**src/rtl/iob_axis2axi_wr_if.sv**
```systemverilog
// rtl/iob_axis2axi_wr_if.sv - AXI4 write-channel bundle (AW/W/B) between a write master and AXI memory
interface iob_axis2axi_wr_if #(
  parameter int DATA_WIDTH = 32,
  parameter int ADDR_WIDTH = 16,
  parameter int ID_WIDTH   = 8,
  parameter int LEN_WIDTH  = 8
);
  logic [ID_WIDTH-1:0]     awid;
  logic [ADDR_WIDTH-1:0]   awaddr;
  logic [LEN_WIDTH-1:0]    awlen;
  logic [2:0]              awsize;
  logic [1:0]              awburst;
  logic                    awlock;
  logic [3:0]              awcache;
  logic [2:0]              awprot;
  logic [3:0]              awqos;
  logic                    awvalid;
  logic                    awready;
  logic [DATA_WIDTH-1:0]   wdata;
  logic [DATA_WIDTH/8-1:0] wstrb;
  logic                    wlast;
  logic                    wvalid;
  logic                    wready;
  logic [ID_WIDTH-1:0]     bid;
  logic [1:0]              bresp;
  logic                    bvalid;
  logic                    bready;

  modport master (
    output awid, awaddr, awlen, awsize, awburst, awlock, awcache, awprot, awqos, awvalid,
    output wdata, wstrb, wlast, wvalid, bready,
    input  awready, wready, bid, bresp, bvalid
  );

  modport slave (
    input  awid, awaddr, awlen, awsize, awburst, awlock, awcache, awprot, awqos, awvalid,
    input  wdata, wstrb, wlast, wvalid, bready,
    output awready, wready, bid, bresp, bvalid
  );
endinterface

```
**src/rtl/iob_axis2axi_wr.sv**
```systemverilog
// rtl/iob_axis2axi_wr.sv - stream-to-AXI4 write master issuing 4 KB-safe INCR bursts, one outstanding
module iob_axis2axi_wr #(
  parameter int DATA_WIDTH = 32,
  parameter int ADDR_WIDTH = 16,
  parameter int ID_WIDTH   = 8,
  parameter int LEN_WIDTH  = 8,
  parameter int MAX_BURST  = 16,
  parameter int CNT_WIDTH  = 16
) (
  input  logic                  clk_i,
  input  logic                  rst_n_i,
  input  logic                  start_i,
  input  logic [ADDR_WIDTH-1:0] addr_i,
  input  logic [CNT_WIDTH-1:0]  len_i,
  output logic                  busy_o,
  output logic                  done_o,
  output logic                  err_o,
  input  logic [DATA_WIDTH-1:0] s_data_i,
  input  logic                  s_valid_i,
  output logic                  s_ready_o,
  iob_axis2axi_wr_if.master     axi
);
  localparam int SZ = $clog2(DATA_WIDTH / 8);
  localparam int BW = LEN_WIDTH + 1;
  localparam logic [ADDR_WIDTH-1:0] ADDR_MASK = ADDR_WIDTH'((1 << SZ) - 1);

  typedef enum logic [1:0] {S_IDLE, S_ADDR, S_DATA, S_RESP} state_t;

  state_t                state_q, state_d;
  logic [ADDR_WIDTH-1:0] addr_q;
  logic [CNT_WIDTH-1:0]  remaining_q;
  logic [BW-1:0]         beats_q;
  logic [BW-1:0]         beat_cnt_q;
  logic                  err_q;
  logic                  done_q;
  logic [BW-1:0]         beats_c;
  logic [31:0]           rem_w, page_w, beats_w;
  logic                  w_fire;
  logic                  last_burst;
  logic                  unused_bid;

  // Burst size: remaining beats, clipped to MAX_BURST and to the beats left in the current 4 KB page.
  always_comb begin
    rem_w   = 32'(remaining_q);
    page_w  = (32'd4096 - 32'(addr_q[11:0])) >> SZ;
    beats_w = rem_w;
    if (beats_w > 32'(MAX_BURST)) beats_w = 32'(MAX_BURST);
    if (beats_w > page_w)         beats_w = page_w;
    beats_c = BW'(beats_w);
  end

  assign w_fire     = axi.wvalid & axi.wready;
  assign last_burst = (remaining_q == CNT_WIDTH'(beats_q));
  assign unused_bid = ^axi.bid;

  always_ff @(posedge clk_i or negedge rst_n_i) begin
    if (!rst_n_i) state_q <= S_IDLE;
    else          state_q <= state_d;
  end

  always_comb begin
    state_d = state_q;
    unique case (state_q)
      S_IDLE: if (start_i && len_i != '0) state_d = S_ADDR;
      S_ADDR: if (axi.awready) state_d = S_DATA;
      S_DATA: if (w_fire && beat_cnt_q == BW'(1)) state_d = S_RESP;
      S_RESP: if (axi.bvalid) state_d = last_burst ? S_IDLE : S_ADDR;
      default: state_d = S_IDLE;
    endcase
  end

  always_comb begin
    busy_o      = (state_q != S_IDLE);
    axi.awvalid = (state_q == S_ADDR);
    axi.wvalid  = (state_q == S_DATA) & s_valid_i;
    axi.wlast   = (state_q == S_DATA) & (beat_cnt_q == BW'(1));
    s_ready_o   = (state_q == S_DATA) & axi.wready;
    axi.bready  = (state_q == S_RESP);
  end

  always_ff @(posedge clk_i or negedge rst_n_i) begin
    if (!rst_n_i) begin
      addr_q      <= '0;
      remaining_q <= '0;
      beats_q     <= '0;
      beat_cnt_q  <= '0;
      err_q       <= 1'b0;
      done_q      <= 1'b0;
    end else begin
      done_q <= 1'b0;
      case (state_q)
        S_IDLE: if (start_i) begin
          err_q <= 1'b0;
          if (len_i == '0) begin
            done_q <= 1'b1;
          end else begin
            addr_q      <= addr_i & ~ADDR_MASK;
            remaining_q <= len_i;
          end
        end
        S_ADDR: if (axi.awready) begin
          beats_q    <= beats_c;
          beat_cnt_q <= beats_c;
        end
        S_DATA: if (w_fire) beat_cnt_q <= beat_cnt_q - BW'(1);
        // A failed response is recorded but the remaining bursts still go out.
        S_RESP: if (axi.bvalid) begin
          if (axi.bresp != 2'b00) err_q <= 1'b1;
          remaining_q <= remaining_q - CNT_WIDTH'(beats_q);
          addr_q      <= addr_q + (ADDR_WIDTH'(beats_q) << SZ);
          done_q      <= last_burst;
        end
        default: ;
      endcase
    end
  end

  assign done_o      = done_q;
  assign err_o       = err_q;
  assign axi.awid    = '0;
  assign axi.awaddr  = addr_q;
  assign axi.awlen   = LEN_WIDTH'(beats_c - BW'(1));
  assign axi.awsize  = 3'(SZ);
  assign axi.awburst = 2'b01;
  assign axi.awlock  = 1'b0;
  assign axi.awcache = 4'b0011;
  assign axi.awprot  = 3'b000;
  assign axi.awqos   = 4'b0000;
  assign axi.wdata   = s_data_i;
  assign axi.wstrb   = '1;
endmodule
```
**src/flat_wrapper.sv**
```systemverilog
// flat-port wrapper written by rule: the top's interface ports become plain ports
module iob_axis2axi_wr_flat 
#(
  parameter int DATA_WIDTH = 32,
  parameter int ADDR_WIDTH = 16,
  parameter int ID_WIDTH   = 8,
  parameter int LEN_WIDTH  = 8,
  parameter int MAX_BURST  = 16,
  parameter int CNT_WIDTH  = 16
)
  (clk_i, rst_n_i, start_i, addr_i, len_i, busy_o, done_o, err_o, s_data_i, s_valid_i, s_ready_o, axi_awid, axi_awaddr, axi_awlen, axi_awsize, axi_awburst, axi_awlock, axi_awcache, axi_awprot, axi_awqos, axi_awvalid, axi_wdata, axi_wstrb, axi_wlast, axi_wvalid, axi_bready, axi_awready, axi_wready, axi_bid, axi_bresp, axi_bvalid);
  iob_axis2axi_wr_if #(.DATA_WIDTH(DATA_WIDTH), .ADDR_WIDTH(ADDR_WIDTH), .ID_WIDTH(ID_WIDTH), .LEN_WIDTH(LEN_WIDTH)) axi_i ();
  input  logic clk_i;
  input  logic rst_n_i;
  input  logic start_i;
  input  logic [ADDR_WIDTH-1:0] addr_i;
  input  logic [CNT_WIDTH-1:0] len_i;
  output logic busy_o;
  output logic done_o;
  output logic err_o;
  input  logic [DATA_WIDTH-1:0] s_data_i;
  input  logic s_valid_i;
  output logic s_ready_o;
  output wire logic [$bits(axi_i.awid)-1:0] axi_awid;
  output wire logic [$bits(axi_i.awaddr)-1:0] axi_awaddr;
  output wire logic [$bits(axi_i.awlen)-1:0] axi_awlen;
  output wire logic [$bits(axi_i.awsize)-1:0] axi_awsize;
  output wire logic [$bits(axi_i.awburst)-1:0] axi_awburst;
  output wire logic [$bits(axi_i.awlock)-1:0] axi_awlock;
  output wire logic [$bits(axi_i.awcache)-1:0] axi_awcache;
  output wire logic [$bits(axi_i.awprot)-1:0] axi_awprot;
  output wire logic [$bits(axi_i.awqos)-1:0] axi_awqos;
  output wire logic [$bits(axi_i.awvalid)-1:0] axi_awvalid;
  output wire logic [$bits(axi_i.wdata)-1:0] axi_wdata;
  output wire logic [$bits(axi_i.wstrb)-1:0] axi_wstrb;
  output wire logic [$bits(axi_i.wlast)-1:0] axi_wlast;
  output wire logic [$bits(axi_i.wvalid)-1:0] axi_wvalid;
  output wire logic [$bits(axi_i.bready)-1:0] axi_bready;
  input wire logic [$bits(axi_i.awready)-1:0] axi_awready;
  input wire logic [$bits(axi_i.wready)-1:0] axi_wready;
  input wire logic [$bits(axi_i.bid)-1:0] axi_bid;
  input wire logic [$bits(axi_i.bresp)-1:0] axi_bresp;
  input wire logic [$bits(axi_i.bvalid)-1:0] axi_bvalid;
  assign axi_awid = axi_i.awid;
  assign axi_awaddr = axi_i.awaddr;
  assign axi_awlen = axi_i.awlen;
  assign axi_awsize = axi_i.awsize;
  assign axi_awburst = axi_i.awburst;
  assign axi_awlock = axi_i.awlock;
  assign axi_awcache = axi_i.awcache;
  assign axi_awprot = axi_i.awprot;
  assign axi_awqos = axi_i.awqos;
  assign axi_awvalid = axi_i.awvalid;
  assign axi_wdata = axi_i.wdata;
  assign axi_wstrb = axi_i.wstrb;
  assign axi_wlast = axi_i.wlast;
  assign axi_wvalid = axi_i.wvalid;
  assign axi_bready = axi_i.bready;
  assign axi_i.awready = axi_awready;
  assign axi_i.wready = axi_wready;
  assign axi_i.bid = axi_bid;
  assign axi_i.bresp = axi_bresp;
  assign axi_i.bvalid = axi_bvalid;
  iob_axis2axi_wr #(.DATA_WIDTH(DATA_WIDTH), .ADDR_WIDTH(ADDR_WIDTH), .ID_WIDTH(ID_WIDTH), .LEN_WIDTH(LEN_WIDTH), .MAX_BURST(MAX_BURST), .CNT_WIDTH(CNT_WIDTH)) u_core (.clk_i(clk_i), .rst_n_i(rst_n_i), .start_i(start_i), .addr_i(addr_i), .len_i(len_i), .busy_o(busy_o), .done_o(done_o), .err_o(err_o), .s_data_i(s_data_i), .s_valid_i(s_valid_i), .s_ready_o(s_ready_o), .axi(axi_i));
endmodule
```
**config.mk**
```make
export PLATFORM = sky130hd
export DESIGN_NAME = iob_axis2axi_wr_flat
export DESIGN_NICKNAME = d
export VERILOG_FILES = /design/src/rtl/iob_axis2axi_wr_if.sv /design/src/rtl/iob_axis2axi_wr.sv /design/src/flat_wrapper.sv
export SDC_FILE = /design/constraint.sdc
export NUM_CORES = 1
export LEC_CHECK = 0
export BUFFER_PORTS_ARGS = -buffer_cell sky130_fd_sc_hd__buf_2
export CORE_MARGIN = 10
export CORE_UTILIZATION = 25
export CTS_CLUSTER_SIZE = 14
export DETAILED_ROUTE_END_ITERATION = 8
export PLACE_DENSITY = 0.5
export REMOVE_ABC_BUFFERS = 1
export SLEW_MARGIN = 20
export SYNTH_ARGS = -nofsm -noshare
export SYNTH_HDL_FRONTEND = slang
export SYNTH_SLANG_ARGS = --single-unit
```
**constraint.sdc**
```tcl
create_clock -name clk_i -period 6.9 [get_ports clk_i]
set_input_delay 1.38 -clock clk_i [delete_from_list [all_inputs] [get_ports clk_i]]
set_output_delay 1.38 -clock clk_i [all_outputs]
set_load 0.03 [all_outputs]
```
==> results.ini, run 1 <==
[status]
status=completed

[logic_synthesis]
yosysTopAreaCell=dfrtp_1
synth_cell_types=68
ys.flop_type=dfrtp_1
synth_cells=599
synth_area_per_cell_sq_um=8.205
async_reset_ff_share_pct=100.0
ys_ff_latch=52
synth_warnings=0
synth_top_area_share_pct=26.48
synth_area_sq_um=4915
ys_seq_area_share_pct=26.48
synth_area_leaders=dfrtp_1, ha_1, buf_4, o21ai_0, nand2_1
synth_edf_count=0

[floorplanning]
die_h_um=160.2
initial_core_util_pct=25.34
dieArea_sq_um=25670
die_x_um=160.2
num_rows=51
core-area_sq_um=19400
io_pins=174

[placement]
port_buffers=68
dp_cells=892
place.gp.congestion=0.7954
dpl.hpwl_um=12120

[setup_path]
cp_max_fo=10
cp-end-kind=primary output
path_class=reg -> out
crit_start=u_core.axi.awaddr[5]$_DFFE_PN0P_
rr_startpoint=u_core.axi.awaddr[5]$_DFFE_PN0P_
worstPathArrival_ns=4.85
start_kind=flip-flop
crit_required_ns=5.52

[clocking]
path_clk_slew_ns=0.07
cts_tree=done
cts-root-buf=clkbuf_16
post_cts_resized=0
post-cts-setup-buffer-count=0
cts.path.max_buffers=2
postCtsHoldBufs=0
cts-htree-levels=2
cts.sinks=52
insertion_delay_ns=0.30
cts_buffers=5

[layout]
nets=755
n_antenna_cell=0
layout_common_cells=buf_2, nand2_1, dfrtp_1
drive_gt1_share_pct=16.22
multiInputGateArea_sq_um=3072
areaGrowthSynthToFinish_pct=8.961
nFillCells=2163
ff_latch_area_sq_um=1301
final_common_cell=buf_2
finalNonFillerCells=900

[sta]
setup_viol=0
fin_tns_setup_ns=0
fin_crit_sh_pct=90.36
fin_skew_ns=0.006784
hold_viol_final=0
clock.fmax_mhz=160.4
rsz0062_at_grt=no
slew_viol_final=0
period_needed_ns=6.235
slew_headroom_pct=50.72
worstMarginPinSlew_ns=0.7392

[routing]
drc_errors=0
viasPerCell=4.761
drt_iter0_drc=242
highest_layer=met5
met2_length_um=7045
antenna_left=0
met3_length_um=1021
finalWirelength_um=15360
wl_per_cell_um=17.07
wl_met1_um=7150
firstDrtPassIters=4
vias=4285

[pwr]
p_comb_share_pct=69.2
powerDensity_nw_per_um2=561.6
power_leakage_nw=2.355
switching_share_pct=54.11
p_int_mw=1.380
clkPwrFrac_pct=8.9
p_seq_share_pct=21.9
power_switching_mw=1.627
ir_worst_vdd_mv=0.1547

[global_route]
grt_pass1_wl_um=24120
first_global_vias=4265
grt_max_degree=53
overflow=0
grtUsageTotal_pct=11.60
grt_antenna_before_repair=0

[worst_hold_path]
holdCritStartpoint=u_core.remaining_q[6]$_DFFE_PN0P_
min_path_type=reg -> reg

[flow_run]
drv_cap=0

-- state kept, by name, indices dropped and copies added (netlist names) --
| register | count |
|---|---|
| u_core.beats_q | 9 |
| u_core.beat_cnt_q | 9 |
| u_core.err_o | 1 |
| u_core.axi.awaddr | 14 |
| u_core.remaining_q | 16 |
| u_core.state_q | 2 |
| u_core.done_o | 1 |
-- cell families after synthesis --
family	after synthesis	synth area share, %
AND/OR/NAND/NOR	193	19.73
AO/OA/AOI/OAI	164	21.89
buffers and inverters	112	13.98
flip-flops	52	26.48
adder cells (fa/ha/maj)	40	10.49
XOR/XNOR	20	3.946
multiplexers	16	3.335
other	2	0.1528
-- power by group through the flow --
stage | Combinational (mW) | Clock [mW] | Sequential [mW]
4_1_cts | 2.10 | 0.275 | 0.662
6_report | 2.08 | 0.267 | 0.660
5_1_grt | 2.35 | 0.287 | 0.689
2_1_floorplan | 1.48 | 0 | 0.687
3_3_place_gp | 2.09 | 0 | 0.664
3_5_place_dp | 2.09 | 0 | 0.667
-- final timing paths --
path	endpoint	slack, ns	cells after the start
setup / recovery	axi_awlen[6]	0.67	15
hold / removal	u_core.remaining_q[6]$_DFFE_PN0P_	0.52	2
setup reg to reg	u_core.beats_q[1]$_DFFE_PN0P_	3.12	10
hold reg to reg	u_core.remaining_q[6]$_DFFE_PN0P_	0.52	2
max in group asynchronous	u_core.beat_cnt_q[6]$_DFFE_PN0P_	5.19	2
min in group asynchronous	u_core.axi.awaddr[3]$_DFFE_PN0P_	1.22	2
-- layer usage --
layer,global-route usage [%],vias up
li1,-,2132
met4,2.254,2
met5,0.9862,-
met3,4.036,9
met2,18.27,102
met1,14.95,2040
-- cell usage after synthesis, drive strengths merged (5+ instances only) --
library cell and instances:
clkbuf 14, o31ai 6, nor3 21, nand2 53
a21oi 39, mux2i 13, buf 66, nand3 16
or4 5, ha 38, xnor2 10, a31oi 7
inv 31, dfrtp 52, nor2b 10, nor4 10
xor2 10, nor2 43, o211ai 6, and3 6
a21o 5, a211oi 11, o21ai 44, o21a 8
-- worst max-delay path: stages, from the launching register on --
cell,delay [ns]
dfrtp_1,0.48
or4_4,0.59
or4_4,0.47
xnor2_4,0.24
ha_1,0.20
nand2_1,0.06
nor4_1,0.51
o31a_1,0.31
buf_4,0.23
mux2i_1,0.38
ha_1,0.30
nand2_1,0.10
nor3_1,0.23
xnor2_1,0.12
o21ai_2,0.12
buf_2,0.22
-- metrics by stage --
stage	setup slack [ns]	hold slack (ns)	total power, mW	utilization (%)	cell area [sq um]
final	0.6652	0.5227	3.008	27.61	5355
after global placement	0.9792	0.5049	2.749	26.84	5206
after detailed placement	0.9626	0.5145	2.762	26.84	5206
after floorplan	1.083	0.4747	2.169	-	4476
after global routing	0.3695	0.5732	3.327	27.61	5355
after CTS	0.6184	0.5305	3.041	27.61	5355
-- area by class of cell --
cell class	count	share of cell area, %
multi-input cells	470	57.36
clock buffers	6	2.593
clock inverters	2	0.1869
inverters	31	2.173
repair buffers	74	7.196
flip-flops and latches	52	24.30
well taps	265	6.192
Note: power is estimated with default switching activity, not from simulation.
==> run 2, diff against run 1 <==
--- a/config.mk
+++ b/config.mk
@@ -7,10 +7,10 @@
 export LEC_CHECK = 0
 export BUFFER_PORTS_ARGS = -buffer_cell sky130_fd_sc_hd__buf_2
 export CORE_MARGIN = 10
-export CORE_UTILIZATION = 25
+export CORE_UTILIZATION = 40
 export CTS_CLUSTER_SIZE = 14
 export DETAILED_ROUTE_END_ITERATION = 8
-export PLACE_DENSITY = 0.5
+export PLACE_DENSITY = 0.7
 export REMOVE_ABC_BUFFERS = 1
 export SLEW_MARGIN = 20
 export SYNTH_ARGS = -nofsm -noshare
==> results.ini, run 2 (synthesis gave the netlist of run 1 again) <==
[status]
status=completed  ; unchanged

[global_route]
first_global_vias=4374  ; was 4265
grt_pass1_wl_um=22140  ; was 24120 um
grt_max_degree=53  ; unchanged
overflow=0  ; unchanged
grt_antenna_before_repair=0  ; unchanged
grtUsageTotal_pct=16.19  ; was 11.60%

[floorplanning]
dieArea_sq_um=17120  ; was 25670 sq um
num_rows=40  ; was 51
core-area_sq_um=12010  ; was 19400 sq um
die_h_um=130.8  ; was 160.2 um
io_pins=174  ; unchanged
initial_core_util_pct=40.92  ; was 25.34%
die_x_um=130.8  ; was 160.2 um

[setup_path]
cp_max_fo=13  ; was 10
start_kind=flip-flop  ; unchanged
worst-path-buf-inv=1  ; was 2
crit_required_ns=5.52  ; about the same
worstPathArrival_ns=4.93  ; was 4.85 ns
crit_family=simple AND/OR/NAND/NOR gates  ; unchanged
crit_start=u_core.axi.awaddr[5]$_DFFE_PN0P_  ; unchanged
path_class=reg -> out  ; unchanged
critPathSlowestCell=or4_4  ; unchanged
worst_r2r_path_depth=9  ; was 10
critPathMaxStageDelay_ns=0.59  ; about the same
path_cells=or4_4 -> or4_4 -> xnor2_4 -> ha_1 -> nand2_1 -> nor4_1 -> o31a_1 -> mux2i_1 -> ha_1 -> nand2_1 -> nor3_1 -> xnor2_1 -> o21ai_2 -> buf_2  ; was or4_4 -> or4_4 -> xnor2_4 -> ha_1 -> nand2_1 -> nor4_1 -> o31a_1 -> buf_4 -> mux2i_1 -> ha_1 -> nand2_1 -> nor3_1 -> xnor2_1 -> o21ai_2 -> buf_2
cp-endpoint=axi_awlen[6]  ; unchanged
cp.depth=14  ; was 15
worst_r2r_endpoint=u_core.beat_cnt_q[0]$_DFFE_PN0P_  ; was u_core.beats_q[1]$_DFFE_PN0P_
rr_startpoint=u_core.axi.awaddr[5]$_DFFE_PN0P_  ; unchanged
r2r_slack_ns=3.00  ; was 3.12 ns
cp-end-kind=primary output  ; unchanged

[clocking]
postCtsHoldBufs=0  ; unchanged
path_clk_slew_ns=0.07  ; about the same
cts-htree-levels=2  ; unchanged
cts_tree=done  ; unchanged
post_cts_resized=0  ; unchanged
cts-root-buf=clkbuf_16  ; unchanged
insertion_delay_ns=0.29  ; was 0.30 ns
cts.path.max_buffers=2  ; unchanged
cts_buffers=5  ; unchanged
post-cts-setup-buffer-count=0  ; unchanged
cts.sinks=52  ; unchanged

[layout]
n_antenna_cell=0  ; unchanged
nets=754  ; was 755
drive_gt1_share_pct=15.62  ; was 16.22%
top_register=u_core.remaining_q  ; unchanged
fin_area_sq_um=5215  ; was 5355 sq um
final_common_cell=buf_2  ; unchanged
areaGrowthSynthToFinish_pct=6.110  ; was 8.961%
multiInputGateArea_sq_um=3069  ; was 3072 sq um
layout_common_cells=buf_2, nand2_1, dfrtp_1  ; unchanged
ff_latch_area_sq_um=1301  ; unchanged
fin_util_pct=43.42  ; was 27.61%
largest_register_ffs=16  ; unchanged
nFillCells=1193  ; was 2163

[routing]
drc_errors=0  ; unchanged
wl_per_cell_um=18.13  ; was 17.07 um
viasPerCell=5.694  ; was 4.761
antenna_left=0  ; unchanged
finalWirelength_um=14160  ; was 15360 um
firstDrtPassIters=5  ; was 4
drt_iter0_drc=280  ; was 242
vias=4447  ; was 4285

[sta]
fin_tns_setup_ns=0  ; unchanged
worstMarginPinSlew_ns=0.6815  ; was 0.7392 ns
setup_viol=0  ; unchanged
period_needed_ns=6.306  ; was 6.235 ns
slew_viol_final=0  ; unchanged
hold_viol_final=0  ; unchanged
fin_skew_ns=0.005905  ; was 0.006784 ns
slew_headroom_pct=54.57  ; was 50.72%
fin_crit_sh_pct=91.39  ; was 90.36%
clock.fmax_mhz=158.6  ; was 160.4 MHz
whs_ns=0.5311  ; was 0.5227 ns
rsz0062_at_grt=no  ; unchanged

[pwr]
p_total_mw=3.006  ; was 3.008 mW
powerDensity_nw_per_um2=576.4  ; was 561.6 nW/um^2
ir_worst_vdd_mv=0.2109  ; was 0.1547 mV
power_leakage_nw=2.355  ; about the same

[placement]
port_buffers=68  ; unchanged
place.gp.congestion=0.8717  ; was 0.7954
dpl.hpwl_um=11180  ; was 12120 um
dpl_cell_area_sq_um=5041  ; was 5206 sq um

[flow_run]
drv_cap=0  ; unchanged

[worst_hold_path]
min_path_type=reg -> reg  ; unchanged

[run 2: cell count changes in the layout (fill, tap and decap cells not counted)]
cell	delta
clkinv_2	-2
ha_2	-1
clkbuf_1	+2
buf_16	+1
buf_4	-2
ha_1	+1
[run 2: tightest hold or removal path: cells and delay by family (launching register included)]
| kind | cells | cell delay, ns |
|---|---|---|
| AOI/OAI and AO/OA | 1 | 0.06 |
| DFF | 1 | 0.38 |
| and+or+nand+nor | 1 | 0.05 |
[run 2: area by class of cell]
cell class,instances,share of cell area (%)
flip-flops and latches,52,24.95
clock buffers,8,2.807
inverters,31,2.231
multi-input cells,470,58.85
repair buffers,73,7.630
well taps,147,3.527
[run 2: routing by layer]
layer  global-route usage (%)  wire, um
met5                    1.543         0
met1                    21.43      6326
met4                    3.728       203
met3                    5.520      1232
met2                    24.71      6395
[run 2: power by group]
part | total, mW | leakage, nW | internal (mW) | switching, mW
sequential | 0.654 | 0.629 | 0.459 | 0.195
combinational | 2.09 | 1.65 | 0.797 | 1.30
clock | 0.257 | 0.0712 | 0.145 | 0.112
[run 2: worst min path at each step]
stage                                  startpoint                                  to  slack, ns  cells past startpoint
2_1_floorplan       u_core.beats_q[6]$_DFFE_PN0P_       u_core.beats_q[6]$_DFFE_PN0P_       0.47                      2
3_3_place_gp   u_core.remaining_q[10]$_DFFE_PN0P_  u_core.remaining_q[10]$_DFFE_PN0P_       0.50                      2
3_5_place_dp   u_core.remaining_q[10]$_DFFE_PN0P_  u_core.remaining_q[10]$_DFFE_PN0P_       0.52                      2
4_1_cts        u_core.remaining_q[10]$_DFFE_PN0P_  u_core.remaining_q[10]$_DFFE_PN0P_       0.54                      2
5_1_grt        u_core.remaining_q[13]$_DFFE_PN0P_  u_core.remaining_q[13]$_DFFE_PN0P_       0.58                      2
6_report        u_core.remaining_q[5]$_DFFE_PN0P_   u_core.remaining_q[5]$_DFFE_PN0P_       0.53                      2
[run 2: metrics by stage]
step / setup slack [ns] / instances
floorplan: 1.083 / 553
global placement: 0.9397 / 772
detailed placement: 0.9340 / 772
CTS: 0.5886 / 780
global route: 0.1926 / 781
finish: 0.5939 / 781
==> run 3, diff against run 2 <==
--- a/config.mk
+++ b/config.mk
@@ -6,6 +6,7 @@
 export NUM_CORES = 1
 export LEC_CHECK = 0
 export BUFFER_PORTS_ARGS = -buffer_cell sky130_fd_sc_hd__buf_2
+export CORE_ASPECT_RATIO = 0.6
 export CORE_MARGIN = 10
 export CORE_UTILIZATION = 40
 export CTS_CLUSTER_SIZE = 14
==> results.ini, run 3 (synthesis gave the netlist of run 1 again) <==
[status]
status=completed  ; unchanged

[setup_path]
cp-end-kind=primary output  ; unchanged
path_cells=or4_4 -> or4_4 -> xnor2_4 -> ha_1 -> nand2_1 -> nor4_1 -> o31a_1 -> mux2i_1 -> ha_1 -> nand2_1 -> nor3_1 -> xnor2_1 -> o21ai_2 -> buf_2  ; unchanged
crit_family=simple AND/OR/NAND/NOR gates  ; unchanged
path_class=reg -> out  ; unchanged
start_kind=flip-flop  ; unchanged
worst_r2r_path_depth=9  ; unchanged
cp_max_fo=13  ; unchanged
r2r_slack_ns=3.02  ; was 3.00 ns
critPathSlowestCell=or4_4  ; unchanged
cp.depth=14  ; unchanged
crit_required_ns=5.52  ; about the same
worstPathArrival_ns=4.96  ; was 4.93 ns
critPathMaxStageDelay_ns=0.59  ; about the same
worst-path-buf-inv=1  ; unchanged

[routing]
firstDrtPassIters=4  ; was 5
finalWirelength_um=14890  ; was 14160 um
drc_errors=0  ; unchanged
wl_per_cell_um=18.63  ; was 18.13 um
viasPerCell=5.557  ; was 5.694
antenna_left=0  ; unchanged
drt_iter0_drc=274  ; was 280
vias=4440  ; was 4447

[floorplanning]
initial_core_util_pct=40.87  ; was 40.92%
num_rows=31  ; was 40
dieArea_sq_um=17270  ; was 17120 sq um
die_x_um=163.1  ; was 130.8 um
io_pins=174  ; unchanged
die_h_um=105.9  ; was 130.8 um
core-area_sq_um=12020  ; was 12010 sq um

[layout]
n_antenna_cell=0  ; unchanged
nets=754  ; unchanged
layout_common_cells=buf_2, nand2_1, dfrtp_1  ; unchanged
top_register=u_core.remaining_q  ; unchanged
largest_register_ffs=16  ; unchanged
drive_gt1_share_pct=15.77  ; was 15.62%
areaGrowthSynthToFinish_pct=7.001  ; was 6.110%
fin_util_pct=43.74  ; was 43.42%
final_common_cell=buf_2  ; unchanged

[global_route]
overflow=0  ; unchanged
use_met1_pct=24.32  ; was 21.43%
grtUsageMet3_pct=7.420  ; was 5.520%
top_usage_layer=met1  ; was met2
grtUsageTotal_pct=16.69  ; was 16.19%
met2_usage_pct=21.85  ; was 24.71%
grt_antenna_before_repair=0  ; unchanged
grt_max_degree=53  ; unchanged
grt_pass1_wl_um=23630  ; was 22140 um
first_global_vias=4373  ; was 4374

[placement]
dpl.hpwl_um=11780  ; was 11180 um
port_buffers=68  ; unchanged
place.gp.congestion=0.9176  ; was 0.8717

[clocking]
path_clk_slew_ns=0.07  ; about the same
post-cts-setup-buffer-count=0  ; unchanged
cts_tree=done  ; unchanged
cts.sinks=52  ; unchanged
insertion_delay_ns=0.31  ; was 0.29 ns
postCtsHoldBufs=0  ; unchanged
post_cts_resized=0  ; unchanged
cts-root-buf=clkbuf_16  ; unchanged
cts_buffers=5  ; unchanged
cts-htree-levels=2  ; unchanged
cts.path.max_buffers=2  ; unchanged

[worst_hold_path]
min_path_type=reg -> reg  ; unchanged
holdPathStages=2  ; unchanged

[pwr]
ir_worst_vdd_mv=0.2226  ; was 0.2109 mV
powerDensity_nw_per_um2=589.4  ; was 576.4 nW/um^2
power_leakage_nw=2.366  ; was 2.355 nW

[sta]
setup_viol=0  ; unchanged
fin_crit_sh_pct=91.84  ; was 91.39%
rsz0062_at_grt=no  ; unchanged
slew_viol_final=0  ; unchanged
fin_tns_setup_ns=0  ; unchanged
worstMarginPinSlew_ns=0.7165  ; was 0.6815 ns
clock.fmax_mhz=157.8  ; was 158.6 MHz
hold_viol_final=0  ; unchanged
period_needed_ns=6.337  ; was 6.306 ns
slew_headroom_pct=51.56  ; was 54.57%
whs_ns=0.5418  ; was 0.5311 ns
fin_skew_ns=0.01128  ; was 0.005905 ns

[flow_run]
drv_cap=0  ; unchanged

## run 3: changes by cell type in the layout (fill, tap and decap cells not counted)
cell	previous run	this run
clkbuf_8	1	0
bufinv_16	0	1
inv_6	0	1
clkbuf_1	2	1
## run 3: power by group
part / leakage [nW] / switching (mW) / total, mW / internal [mW]
Clock: 0.0815 / 0.126 / 0.299 / 0.173
Combinational: 1.65 / 1.34 / 2.13 / 0.799
Sequential: 0.629 / 0.207 / 0.665 / 0.459
Total: 2.37 / 1.67 / 3.10 / 1.43
## run 3: worst min-delay path, cell delays in order (launching register included)
cell and delay, ns:
dfrtp_1 0.38, nand2_1 0.06, o21ai_0 0.07
## run 3: final timing paths
check | start | to
min | u_core.remaining_q[5]$_DFFE_PN0P_ | u_core.remaining_q[5]$_DFFE_PN0P_
min reg2reg | u_core.remaining_q[5]$_DFFE_PN0P_ | u_core.remaining_q[5]$_DFFE_PN0P_
max in group asynchronous | rst_n_i | u_core.axi.awaddr[4]$_DFFE_PN0P_
max | u_core.axi.awaddr[5]$_DFFE_PN0P_ | axi_awlen[6]
max reg2reg | u_core.axi.awaddr[5]$_DFFE_PN0P_ | u_core.beats_q[0]$_DFFE_PN0P_
min in group asynchronous | rst_n_i | u_core.beat_cnt_q[6]$_DFFE_PN0P_
## run 3: layer usage
layer	up-vias	share of wire (%)	wire, um
met5	-	0.19	28
met4	2	0.87	129
met3	18	11	1665
met2	191	39	5752
met1	2101	49	7313
li1	2128	-	-
## run 3: cell type report
class,instances,area (sq um)
Clock buffer,6,128.9
Sequential cell,52,1301
Clock inverter,2,38.79
Timing Repair Buffer,73,397.9
Multi-Input combinational cell,470,3069
Fill cell,1193,6765
Tap cell,165,206.4
Inverter,31,116.4
## run 3: stage by stage
stage                     total power [mW]  cells  area (sq um)  setup slack [ns]
after global placement               2.645    790          5064             1.060
final                                3.100    799          5259            0.5634
after global routing                 3.381    799          5259           0.07929
after CTS                            3.053    798          5231            0.5348
after floorplan                      2.169    553          4476             1.083
after detailed placement             2.740    790          5064            0.8556
